File: src/rtl/multi_alert_module.sv
// Multi-channel debounced alert monitor: one IDLE/ARMING/ALERT FSM per channel,
// plus shared first-alerter capture and a saturating alert-entry counter.
module multi_alert_module #(
   parameter int CHANNELS = 4,
   parameter int DEBOUNCE = 3,
   parameter int STICKY   = 1,
   parameter int CNT_W    = 8,
   parameter int ID_W     = 2
) (
   input  logic                clk,
   input  logic                rst,
   input  logic [CHANNELS-1:0] a,
   input  logic [CHANNELS-1:0] b,
   input  logic [CHANNELS-1:0] mask,
   input  logic [CHANNELS-1:0] ack,
   output logic [CHANNELS-1:0] alert,
   output logic                alert_any,
   output logic [ID_W-1:0]     first_id,
   output logic                first_valid,
   output logic [CNT_W-1:0]    event_count
);

   localparam int DW = $clog2(DEBOUNCE + 1);

   typedef enum logic [1:0] {
      S_IDLE   = 2'd0,
      S_ARMING = 2'd1,
      S_ALERT  = 2'd2
   } state_e;

   // state_q is the per-channel FSM state, kept as a named array for probing.
   state_e            state_q [CHANNELS];
   state_e            state_d [CHANNELS];
   logic [DW-1:0]     cnt_q   [CHANNELS];
   logic [DW-1:0]     cnt_d   [CHANNELS];
   logic [ID_W-1:0]   first_id_q, first_id_d;
   logic [CNT_W-1:0]  event_count_q, event_count_d;

   logic [CHANNELS-1:0] trig;
   logic [CHANNELS-1:0] entering;
   logic [CHANNELS-1:0] alert_next;
   logic [ID_W-1:0]     low_id;

   assign trig = a & b & ~mask;

   always_comb begin
      for (int i = 0; i < CHANNELS; i++) begin
         state_d[i] = state_q[i];
         cnt_d[i]   = cnt_q[i];
         case (state_q[i])
            S_IDLE: begin
               if (trig[i]) begin
                  if (DEBOUNCE == 1) begin
                     state_d[i] = S_ALERT;
                  end else begin
                     state_d[i] = S_ARMING;
                     cnt_d[i]   = DW'(1);
                  end
               end
            end
            S_ARMING: begin
               if (!trig[i]) begin
                  state_d[i] = S_IDLE;
                  cnt_d[i]   = '0;
               end else if (int'(cnt_q[i]) + 1 == DEBOUNCE) begin
                  state_d[i] = S_ALERT;
                  cnt_d[i]   = '0;
               end else begin
                  cnt_d[i]   = cnt_q[i] + DW'(1);
               end
            end
            S_ALERT: begin
               // ack takes priority; re-arming only begins on a later edge
               if (ack[i] || (STICKY == 0 && !trig[i])) begin
                  state_d[i] = S_IDLE;
               end
            end
            default: begin
               state_d[i] = S_IDLE;
               cnt_d[i]   = '0;
            end
         endcase
      end
   end

   always_comb begin
      entering   = '0;
      alert_next = '0;
      low_id     = '0;
      for (int i = 0; i < CHANNELS; i++) begin
         alert[i]      = (state_q[i] == S_ALERT);
         alert_next[i] = (state_d[i] == S_ALERT);
         entering[i]   = alert_next[i] && !alert[i];
      end
      // Scan downward so the lowest entering index is the one left standing.
      for (int i = CHANNELS - 1; i >= 0; i--) begin
         if (entering[i]) low_id = ID_W'(i);
      end
   end

   always_comb begin
      first_id_d    = first_id_q;
      event_count_d = event_count_q;
      if (!alert_any && |entering) begin
         first_id_d = low_id;
      end else if (!(|alert_next)) begin
         first_id_d = '0;
      end
      if (|entering && event_count_q != {CNT_W{1'b1}}) begin
         event_count_d = event_count_q + CNT_W'(1);
      end
   end

   always_ff @(posedge clk) begin
      if (!rst) begin
         for (int i = 0; i < CHANNELS; i++) begin
            state_q[i] <= S_IDLE;
            cnt_q[i]   <= '0;
         end
         first_id_q    <= '0;
         event_count_q <= '0;
      end else begin
         for (int i = 0; i < CHANNELS; i++) begin
            state_q[i] <= state_d[i];
            cnt_q[i]   <= cnt_d[i];
         end
         first_id_q    <= first_id_d;
         event_count_q <= event_count_d;
      end
   end

   assign alert_any   = |alert;
   assign first_valid = alert_any;
   assign first_id    = first_id_q;
   assign event_count = event_count_q;

endmodule

File: config.mk
export PLATFORM = sky130hd
export DESIGN_NAME = multi_alert_module
export DESIGN_NICKNAME = d
export VERILOG_FILES = /design/src/rtl/multi_alert_module.sv
export SDC_FILE = /design/constraint.sdc
export NUM_CORES = 1
export LEC_CHECK = 0
export ABC_AREA = 1
export CAP_MARGIN = 20
export CORE_ASPECT_RATIO = 0.5
export CORE_MARGIN = 4
export CORE_UTILIZATION = 50
export CTS_BUF_LIST = sky130_fd_sc_hd__clkbuf_8
export DETAILED_ROUTE_END_ITERATION = 16
export PLACE_DENSITY = 0.8
export SLEW_MARGIN = 20
export SYNTH_ARGS = -nofsm -noshare
export SYNTH_HDL_FRONTEND = slang
export SYNTH_SLANG_ARGS = --single-unit
File: constraint.sdc
create_clock -name clk -period 2.9 [get_ports clk]
set_clock_uncertainty 0.1 [all_clocks]
set_input_delay 0.87 -clock clk [delete_from_list [all_inputs] [get_ports clk]]
set_output_delay 0.87 -clock clk [all_outputs]
set_load 0.02 [all_outputs]
; ---- After elaboration in Yosys (flattened, before gate mapping)
; Memories as Yosys holds them, arrays and structs flattened.
; Index checks and enable logic that the tools add are counted.
[totals]
regBits = 10
ramBits = 16
in_bits = 18
out_inout_bits = 16
word_cells = 112
mem_count = 2
[op_classes]
add_sub_neg = 9
eq_ne = 18
n_mux = 52
n_bitwise = 11
reduce_logical = 18
[mem_list]
columns = memory, depth, width, rd, rd_ports_with_merged_regs, wr, line_no
row1 = cnt_q, 4, 2, 4, 0, 4, 34  ; logic [DW-1:0] cnt_q [CHANNELS];
row2 = state_q, 4, 2, 4, 0, 4, 32  ; state_e state_q [CHANNELS];
[op_table]
columns = cell, n
row1 = $mux 2, 42
row2 = $pmux 2 s3, 8
row3 = $eq 2x2->1 const B, 8
row4 = $add 2x1->3 const B, 4
row5 = $eq 3x2->1 const B, 4
row6 = $reduce_or 4->1, 3
row7 = $add 2x1->2 const B, 4
row8 = $add 8x1->8 const B, 1
row9 = $and 4x4->4, 2
row10 = $eq 2x1->1 const B, 4
row11 = $logic_not 2->1, 4
row12 = $ne 8x8->1 const B, 1
row13 = $or 1x1->1, 8
row14 = $logic_and 1x1->1, 6
row15 = $logic_not 1->1, 5
row16 = $not 4->4, 1
row17 = $mux 1, 2
row18 = $ne 2x2->1 const B, 1

; ---- Depth between registers and ports, before layout
; Gate-level depths: netlist of the first run.
[depth]
depth_word = 12
depth_mapped = 11

; ---- Least setup slack after synthesis of the first run
; Ideal clock, no wire load.
[synth_path]
kind = register to output
start = memory state_q[0][1] (netlist name)
end = output port first_valid
arrival_time_ns = 1.150
required_ns = 1.930
slack_ns = 0.780
path_stages_with_launch = 6
n_path_buf = 1
path_cell_list = dfxtp_1 inv_1 nor2_2 nor3_2 inv_1 buf_4
[synth_rtl]
columns = item, line_no
row1 = "start, declared", 32
row2 = "end, declared", 19  ; output logic first_valid,

==> impl_metrics.csv, run 1 <==
group,metric,value,unit
outcome,status,"finished clean",
clock_network,clk_latency,0.27,ns
final_layout,num_antenna_cells,0,
grt,antenna_found_initial,0,
sta,tns,0,ns
synth,avgSynthCellArea,7.792,µm²
critical_path,cp.required,1.93,ns
sta,max_freq,370.7,MHz
critical_path,cp-start-kind,"register",
synth,synth_compound_area_frac,0.1342,
floorplan,num_rows,13,
synth,syn_inst,189,
synth,synthAdderAreaFrac,0.008496,
drt,ant_nets,0,
floorplan,core,2700,µm²
clock_network,ctsHoldBuffers,0,
critical_path,cp-end-kind,"primary output",
final_layout,final_cell_mix,"clkdlybuf4s50_1 (33), nand2_1 (32), dfxtp_1 (26)",
drt,totalWireLength,3.216,mm
drt,dr.first_iter.drc_count,52,
synth,synth_top_area_cell,"dfxtp_1",
sta,worstMarginPinSlew,0.4951,ns
placed_design,numPortBuffers,33,
power,power_density,375.8,nW/µm²
floorplan,die_h,46.38,µm
sta,finalHoldViolCount,0,
drt,viasPerCell,5.168,
sta,maxSlewHeadroom,0.6696,
sta,min_period,2.697,ns
grt,grt_max_degree,17,
synth,synth_top_family_by_area,"simple AND/OR/NAND/NOR gates",
clock_network,cts-root-buf,"clkbuf_8",
grt,grt_overflow,0,
synth,synth_cell_types,32,
synth,synthMuxAreaShare,0,
clock_network,post_cts_buffers,0,
critical_path,worst-setup-path-type,"reg2out",
clock_network,cts_buffers,3,
final_layout,regArea,520.5,µm²
synth,synth_area,1473,µm²
floorplan,die_width,84.75,µm
synth,synth_xor_area_frac,0.02974,
final_layout,final_cells,262,
clock_network,clk_pin_slew,0.09,ns
placed_design,placed_cells,258,
clock_network,cts_resized,0,
sta,rsz0062_at_grt,"false",
sta,final-setup-viol-count,0,
final_layout,final_common_cell,"clkdlybuf4s50_1",
synth,synth_seq_cells,26,
power,ir_worst_vdd,0.3071,mV
synth,synth_simple_gate_area_frac,0.3985,
synth,synth_top_area_frac,0.3534,
critical_path,crit_arrival,1.73,ns
final_layout,fillers,230,
critical_path,crit_path_max_fanout,3,
grt,groute.usage.overall,0.1704,
clock_network,cts_tree,"yes",
power,leakage,0.7599,nW
drt,vias,1354,
clock_network,cts.sinks,26,
drt,detail_route.first_pass.iterations,4,
final_layout,drive_above_1_share,0.1911,
synth,seq_area_frac_synth,0.3534,
clock_network,clk_path_buf_depth,2,
grt,grt_pass1_wl,5.230,mm
synth,ys_top_cells_by_area,"dfxtp_1 (35%), nand2_1 (8.2%), a21oi_1 (6.1%), nor2_2 (5.5%), nand3_1 (5.1%)",
drt,route.detailed.drc,0,
synth,syn_nets,208,
job,drv_cap,0,
floorplan,die-area,3930,µm²
synth,synth-warning-count,0,
placed_design,gp_congestion,0.7515,
drt,avgRoutedWirePerCell,12.27,µm
floorplan,num_io_pins,34,
clock_network,cts_max_level,1,
final_layout,final_nets,245,
sta,finalMaxSlewViolations,0,
grt,grt_pass1_vias,1199,
placed_design,dp_hpwl,2.557,mm
hold_path,hp-class,"reg2reg",
final_layout,syn_to_final_growth,30.33,%
sta,post-route-period-util,0.9301,
floorplan,initial_core_util,0.5454,
final_layout,multi_input_area,840.8,µm²
==> worst paths after layout <==
path	from	to	slack, ns	depth (start not counted)
setup / recovery	state_q[0][1]$_SDFF_PN0_	alert_any	0.20	5
hold / removal	cnt_q[0][1]$_SDFFE_PN0P_	cnt_q[0][1]$_SDFFE_PN0P_	0.39	2
setup reg to reg	event_count[0]$_SDFFE_PN0P_	event_count[1]$_SDFFE_PN0P_	1.26	8
hold reg to reg	cnt_q[0][1]$_SDFFE_PN0P_	cnt_q[0][1]$_SDFFE_PN0P_	0.39	2
==> layer usage <==
layer	vias up	part of all wire	global-route usage
li1	704	-	-
met1	620	0.46	0.2079
met2	24	0.49	0.3142
met3	6	0.036	0.03750
met4	0	0.012	0.04416
met5	-	0	0
==> synthesized netlist by cell type, drive strengths merged <==
cell type  number
nand2          38
nor2           31
dfxtp          26
inv            24
nand3          19
a21oi          18
o21ai           5
nand4           4
buf             3
nor3            3
o211ai          3
xor2            3
a2111oi         2
a211oi          2
nand3b          2
o211a           2
xnor2           2
a21boi          1
ha              1
==> layout make-up <==
| cell class | count | area share |
|---|---|---|
| timing repair buffer | 35 | 0.1799 |
| multi-input combinational | 136 | 0.4381 |
| clock buffer | 3 | 0.02151 |
| tap | 37 | 0.02412 |
| clock inverter | 1 | 0.01565 |
| sequential | 26 | 0.2712 |
| inverter | 24 | 0.04954 |
==> kinds of logic after synthesis <==
family          Yosys count
fa+ha+maj                 1
simple gates             97
compound gates           33
xor+xnor                  5
buf+inv                  27
flops                    26
==> report_power, final <==
part / switching, mW / internal [mW]
sequential: 0.00507 / 0.362
combinational: 0.0245 / 0.0304
clock: 0.115 / 0.185
==> state kept, by name, indices dropped and copies added, names as in the netlist <==
| signal | cells |
|---|---|
| first_id | 2 |
| event_count | 8 |
| cnt_q | 8 |
| state_q | 8 |
==> worst max-delay path: stages, from the launching register on <==
cell and delay (ns):
dfxtp_1 0.39, inv_1 0.10, nor2_2 0.17, nor3_2 0.09, inv_1 0.09, clkdlybuf4s50_1 0.61
==> through the flow <==
step	worst slack, ns	hold WS [ns]	power (mW)	instance area (µm²)	util
6_report	0.2027	0.3922	0.7213	1919	0.7108
3_5_place_dp	0.4878	0.3807	0.4302	1848	0.6844
3_3_place_gp	0.5162	0.3695	0.4288	1848	0.6844
4_1_cts	0.1756	0.3941	0.7288	1919	0.7108
5_1_grt	0.1106	0.4253	0.7474	1919	0.7108
2_1_floorplan	0.7799	0.3571	0.3987	1473	-
Power figures use the tool's default switching activity.
==> inputs of run 2 (changes only) <==
--- a/config.mk
+++ b/config.mk
@@ -13,6 +13,7 @@
 export CTS_BUF_LIST = sky130_fd_sc_hd__clkbuf_8
 export DETAILED_ROUTE_END_ITERATION = 16
 export PLACE_DENSITY = 0.8
+export SETUP_SLACK_MARGIN = 0.5
 export SLEW_MARGIN = 20
 export SYNTH_ARGS = -nofsm -noshare
 export SYNTH_HDL_FRONTEND = slang
==> impl_metrics.csv, run 2 (synthesis gave the netlist of run 1 again) <==
group,metric,value,unit
grt,grtUsageMet2,0.3173,
outcome,status,"finished clean",
floorplan,num_rows,13,
critical_path,worst-setup-path-type,"reg2out",
clock_network,cts_tree,"yes",
floorplan,die-area,3930,µm²
critical_path,cp_slowest_cell,"clkdlybuf4s50_1",
drt,avgRoutedWirePerCell,12.32,µm
floorplan,die_width,84.75,µm
placed_design,numPortBuffers,33,
drt,dr.first_iter.drc_count,54,
sta,finalHoldViolCount,0,
drt,ant_nets,0,
clock_network,cts_buffers,3,
sta,min_period,2.349,ns
critical_path,crit_path_max_fanout,6,
sta,finalMaxSlewViolations,0,
power,power_density,375.7,nW/µm²
grt,antenna_found_initial,0,
placed_design,dp_hpwl,2.557,mm
grt,use_met1,0.2090,
clock_network,clk_path_buf_depth,2,
grt,groute.usage.overall,0.1716,
grt,top_usage_layer,"met2",
power,leakage,0.8067,nW
critical_path,critPathTopFamily,"buffers and inverters",
floorplan,core,2700,µm²
sta,rsz0062_at_grt,"false",
clock_network,ctsHoldBuffers,0,
grt,grt_pass1_wl,5.271,mm
critical_path,cp.required,1.93,ns
clock_network,clk_latency,0.27,ns
sta,final-setup-viol-count,0,
clock_network,clk_pin_slew,0.09,ns
grt,grt_overflow,0,
drt,route.detailed.drc,0,
final_layout,final_nets,246,
final_layout,final_cell_mix,"nand2_1 (32), clkdlybuf4s50_1 (26), dfxtp_1 (24)",
drt,detail_route.first_pass.iterations,6,
sta,maxSlewHeadroom,0.6690,
critical_path,cp-end-kind,"primary output",
final_layout,drive_above_1_share,0.2124,
final_layout,num_antenna_cells,0,
final_layout,regArea,523.0,µm²
power,power,0.7202,mW
sta,worstMarginPinSlew,0.4959,ns
drt,viasPerCell,5.213,
sta,post-route-period-util,0.8101,
critical_path,max_stage_delay,0.65,ns
critical_path,crit_arrival,1.38,ns
drt,totalWireLength,3.241,mm
job,drv_cap,0,
floorplan,num_io_pins,34,
floorplan,initial_core_util,0.5454,
final_layout,fillers,236,
drt,vias,1371,
sta,tns,0,ns
grt,grt_max_degree,17,
placed_design,gp_congestion,0.7515,
clock_network,cts_max_level,1,
critical_path,cp-start-kind,"register",
final_layout,final_common_cell,"nand2_1",
sta,max_freq,425.6,MHz
hold_path,hp-class,"reg2reg",
critical_path,critical_path_buf_inv_count,1,
clock_network,cts.sinks,26,
final_layout,syn_to_final_growth,30.16,%
grt,grt_util_met3,0.03750,
grt,grt_pass1_vias,1209,
critical_path,rrSetupSlack,1.26,ns
floorplan,die_h,46.38,µm
critical_path,cp_cell_sequence,"clkdlybuf4s50_1",
final_layout,multi_input_area,840.8,µm²
clock_network,cts-root-buf,"clkbuf_8",
power,ir_worst_vdd,0.3058,mV
## run 2: cell count changes in the layout (fill, tap and decap cells not counted), sizes merged
cell / change
clkbuf: +1
buf: +2
dlygate4sd2: +4
clkdlybuf4s50: -7
dlymetal6s2s: +1
## run 2: final cells by class
cell class | count | area share
multi-input combinational | 136 | 0.4386
sequential | 26 | 0.2728
timing repair buffer | 36 | 0.1775
inverter | 24 | 0.04961
tap | 37 | 0.02415
clock buffer | 3 | 0.02154
clock inverter | 1 | 0.01567
## run 2: report_power, final
group | leakage, nW | total [mW] | switching (mW) | internal, mW
Sequential | 0.211 | 0.367 | 0.00507 | 0.362
Clock | 0.0357 | 0.298 | 0.114 | 0.185
Combinational | 0.560 | 0.0547 | 0.0244 | 0.0304
Total | 0.807 | 0.720 | 0.143 | 0.577
## run 2: path summary, 6_finish.rpt
path                                                   from                     endpoint  cells past startpoint
worst max-delay path            event_count[2]$_SDFFE_PN0P_               event_count[2]                      1
worst min-delay path               state_q[1][0]$_SDFF_PN0_     state_q[1][0]$_SDFF_PN0_                      1
worst max register to register  event_count[0]$_SDFFE_PN0P_  event_count[1]$_SDFFE_PN0P_                      8
worst min register to register     state_q[1][0]$_SDFF_PN0_     state_q[1][0]$_SDFF_PN0_                      1
## run 2: per-layer routing
metal	wire, µm	part of all wire
met1	1447	0.45
met2	1623	0.50
met3	138	0.043
met4	31	0.0096
met5	0	0
## run 2: stage by stage
step / cell area [µm²] / worst slack (ns) / hold WS [ns] / utilization / std cells
detailed placement: 1848 / 0.4878 / 0.3807 / 0.6844 / 258
global placement: 1848 / 0.5162 / 0.3695 / 0.6844 / 258
CTS: 1922 / 0.4365 / 0.3941 / 0.7118 / 263
finish: 1917 / 0.5506 / 0.3629 / 0.7099 / 263
global route: 1917 / 0.5128 / 0.3832 / 0.7099 / 263
floorplan: 1473 / 0.7799 / 0.3571 / - / 189
## run 2: timing repair
item,in CTS,in global routing
pin swaps,1,0
endpoints found under the setup margin,6,3
buffers inserted,1,0
gates resized for setup,8,6
hold endpoints to repair,0,0
==> RTL change, RTL diff (settings of run 1) <==
The parameter `DEBOUNCE` goes from 3 to 2.
--- a/src/rtl/multi_alert_module.sv
+++ b/src/rtl/multi_alert_module.sv
@@ -4,3 +4,3 @@
    parameter int CHANNELS = 4,
-   parameter int DEBOUNCE = 3,
+   parameter int DEBOUNCE = 2,
    parameter int STICKY   = 1,
Behaviour: not the same (Yosys sat finds a counterexample within 4 cycles, from zero or initial values and one cycle with rst low).
==> RTL change against run 1 <==
Sequential cell count stayed put. Wire length is 9.1% lower. Critical endpoint unchanged. Global-route usage is 0.37 points lower. Area after synthesis is 6.5% lower. Via count is 3.6% lower. Worst setup slack worse by 6.2 ps. Total power hardly changed. Cell area is 5.0% lower.
==> RTL change: results (changes against run 1) <==
The fraction of power consumed by combinational cells came out at 7.8% (+0.2 points). The number of global-route vias before repair is 1196 (-0.25%). The post-layout net count came out at 246 (+0.41%). The met1 layer wirelength in the final routing came out at 1440 um (-2.4%). The first-pass GRT wire length came out at 4800 um (-8.2%). The buffer count from post-CTS setup fixing came out at 0 (unchanged).

The filler-free cell count of the finished design is 263 (+0.38%). The worst-path maximum fanout came out at 4 (+1). The peak ir drop on the vdd network came out at 0.000208 V (-32%). The detailed-routed wire length on met3 is 122 um (+5.2%). The filler cell count in the final layout came out at 232 (+0.87%). The sum of net half-perimeters after detailed placement came out at 2300 um (-10%). The fraction of the mapped netlist area in compound gates came out at 13.3% (-0.16 points). The net count after synthesis is 210 (+0.96%).

The sequential cell area fraction in the yosys report came out at 37.8% (+2.4 points). The total leakage power came to 0.771 nW (+1.4%). By area the synthesized netlist is led by sky130_fd_sc_hd__dfxtp_1, sky130_fd_sc_hd__nand2_1, sky130_fd_sc_hd__nor2_1. The number of diodes added for antenna fixing came to 0 (unchanged). The post-placement cell count came out at 259 (+0.39%). The worst hold-check slack came out at 343 ps (-49.1 ps).

The starting DRC count in detailed routing is 35 (-33%). The fraction of the cycle the final worst path needs came to 93.2% (+0.21 points). The global-route usage over all layers is 16.7% (-0.37 points). The normalized max-slew margin came out at 77.9% (+11 points). The worst hold path terminates at cnt_q[1][1].

The share of post-route cells with drive strength above 1 is 12.8% (-6.3 points). The met3 usage came out at 3.19% (-0.56 points). The start point of the worst hold path is cnt_q[1][1]. The switching share of power was 20.0% (+0.032 points).

The number of distinct library cells after synthesis came out at 30 (-6.3%). The global-route track usage on met1 was 20.5% (-0.25 points). The area after detailed placement came out at 1750 sq um (-5.6%). By instance count, the cell type seen most on the critical path is sky130_fd_sc_hd__nand2_1.

The post-synthesis cell count came out at 191 (+1.1%). The maximum number of pins on one net before global-route repair is 19 (+2). The adder and majority cell fraction of the synthesized area is 0.908% (+0.059 points).

The total number of vias is 1305 (-3.6%). The highest cell delay on the worst timing path is 540 ps (-70 ps). The sum of routed wire length over all layers came out at 2920 um (-9.1%). The global placer's final weighted congestion came to 0.813 (+8.1%). The run finished with clean final reports. The fraction of synthesized cell area in xor and xnor cells came out at 3.18% (+0.21 points). The met2 usage in global routing came out at 29.8% (-1.6 points).

In this run the critical register-to-register path is captured at event_count[0]. The number of gates given a new drive strength after cts came out at 0 (unchanged). The post-placement setup slack came out at 409 ps (-78.9 ps). The critical path starts at state_q[1][0]. The setup slack of the most critical reg-to-reg path came to 1280 ps (+20 ps).
RTL change: cell types whose count changed in the layout (fill, tap and decap cells not counted), sizes merged, moves of 2 or more:
cell | run 1 | this run
o211ai | 3 | 1
nand4 | 4 | 1
a31oi | 0 | 2
nor2 | 31 | 33
o211a | 2 | 0
inv | 24 | 27
RTL change: critical path, delay by kind of cell (launching register included):
kind,cells,cell delay (ps)
flip-flops,1,390
buffers and inverters,3,690
AND/OR/NAND/NOR,3,390
RTL change: layout make-up:
class / count / share of cell area, %
clock buffers: 3 / 2.26
clock inverters: 1 / 1.65
inverters: 28 / 6.04
multi-input cells: 134 / 40.4
flip-flops and latches: 26 / 28.6
well taps: 37 / 2.54
repair buffers: 34 / 18.5
RTL change: cells by family after synthesis:
group	after synthesis
AOI/OAI and AO/OA	31
xor gates and xnor gates	5
adders and majority gates	1
buffers and inverters	31
DFF	26
and+or+nand+nor	97
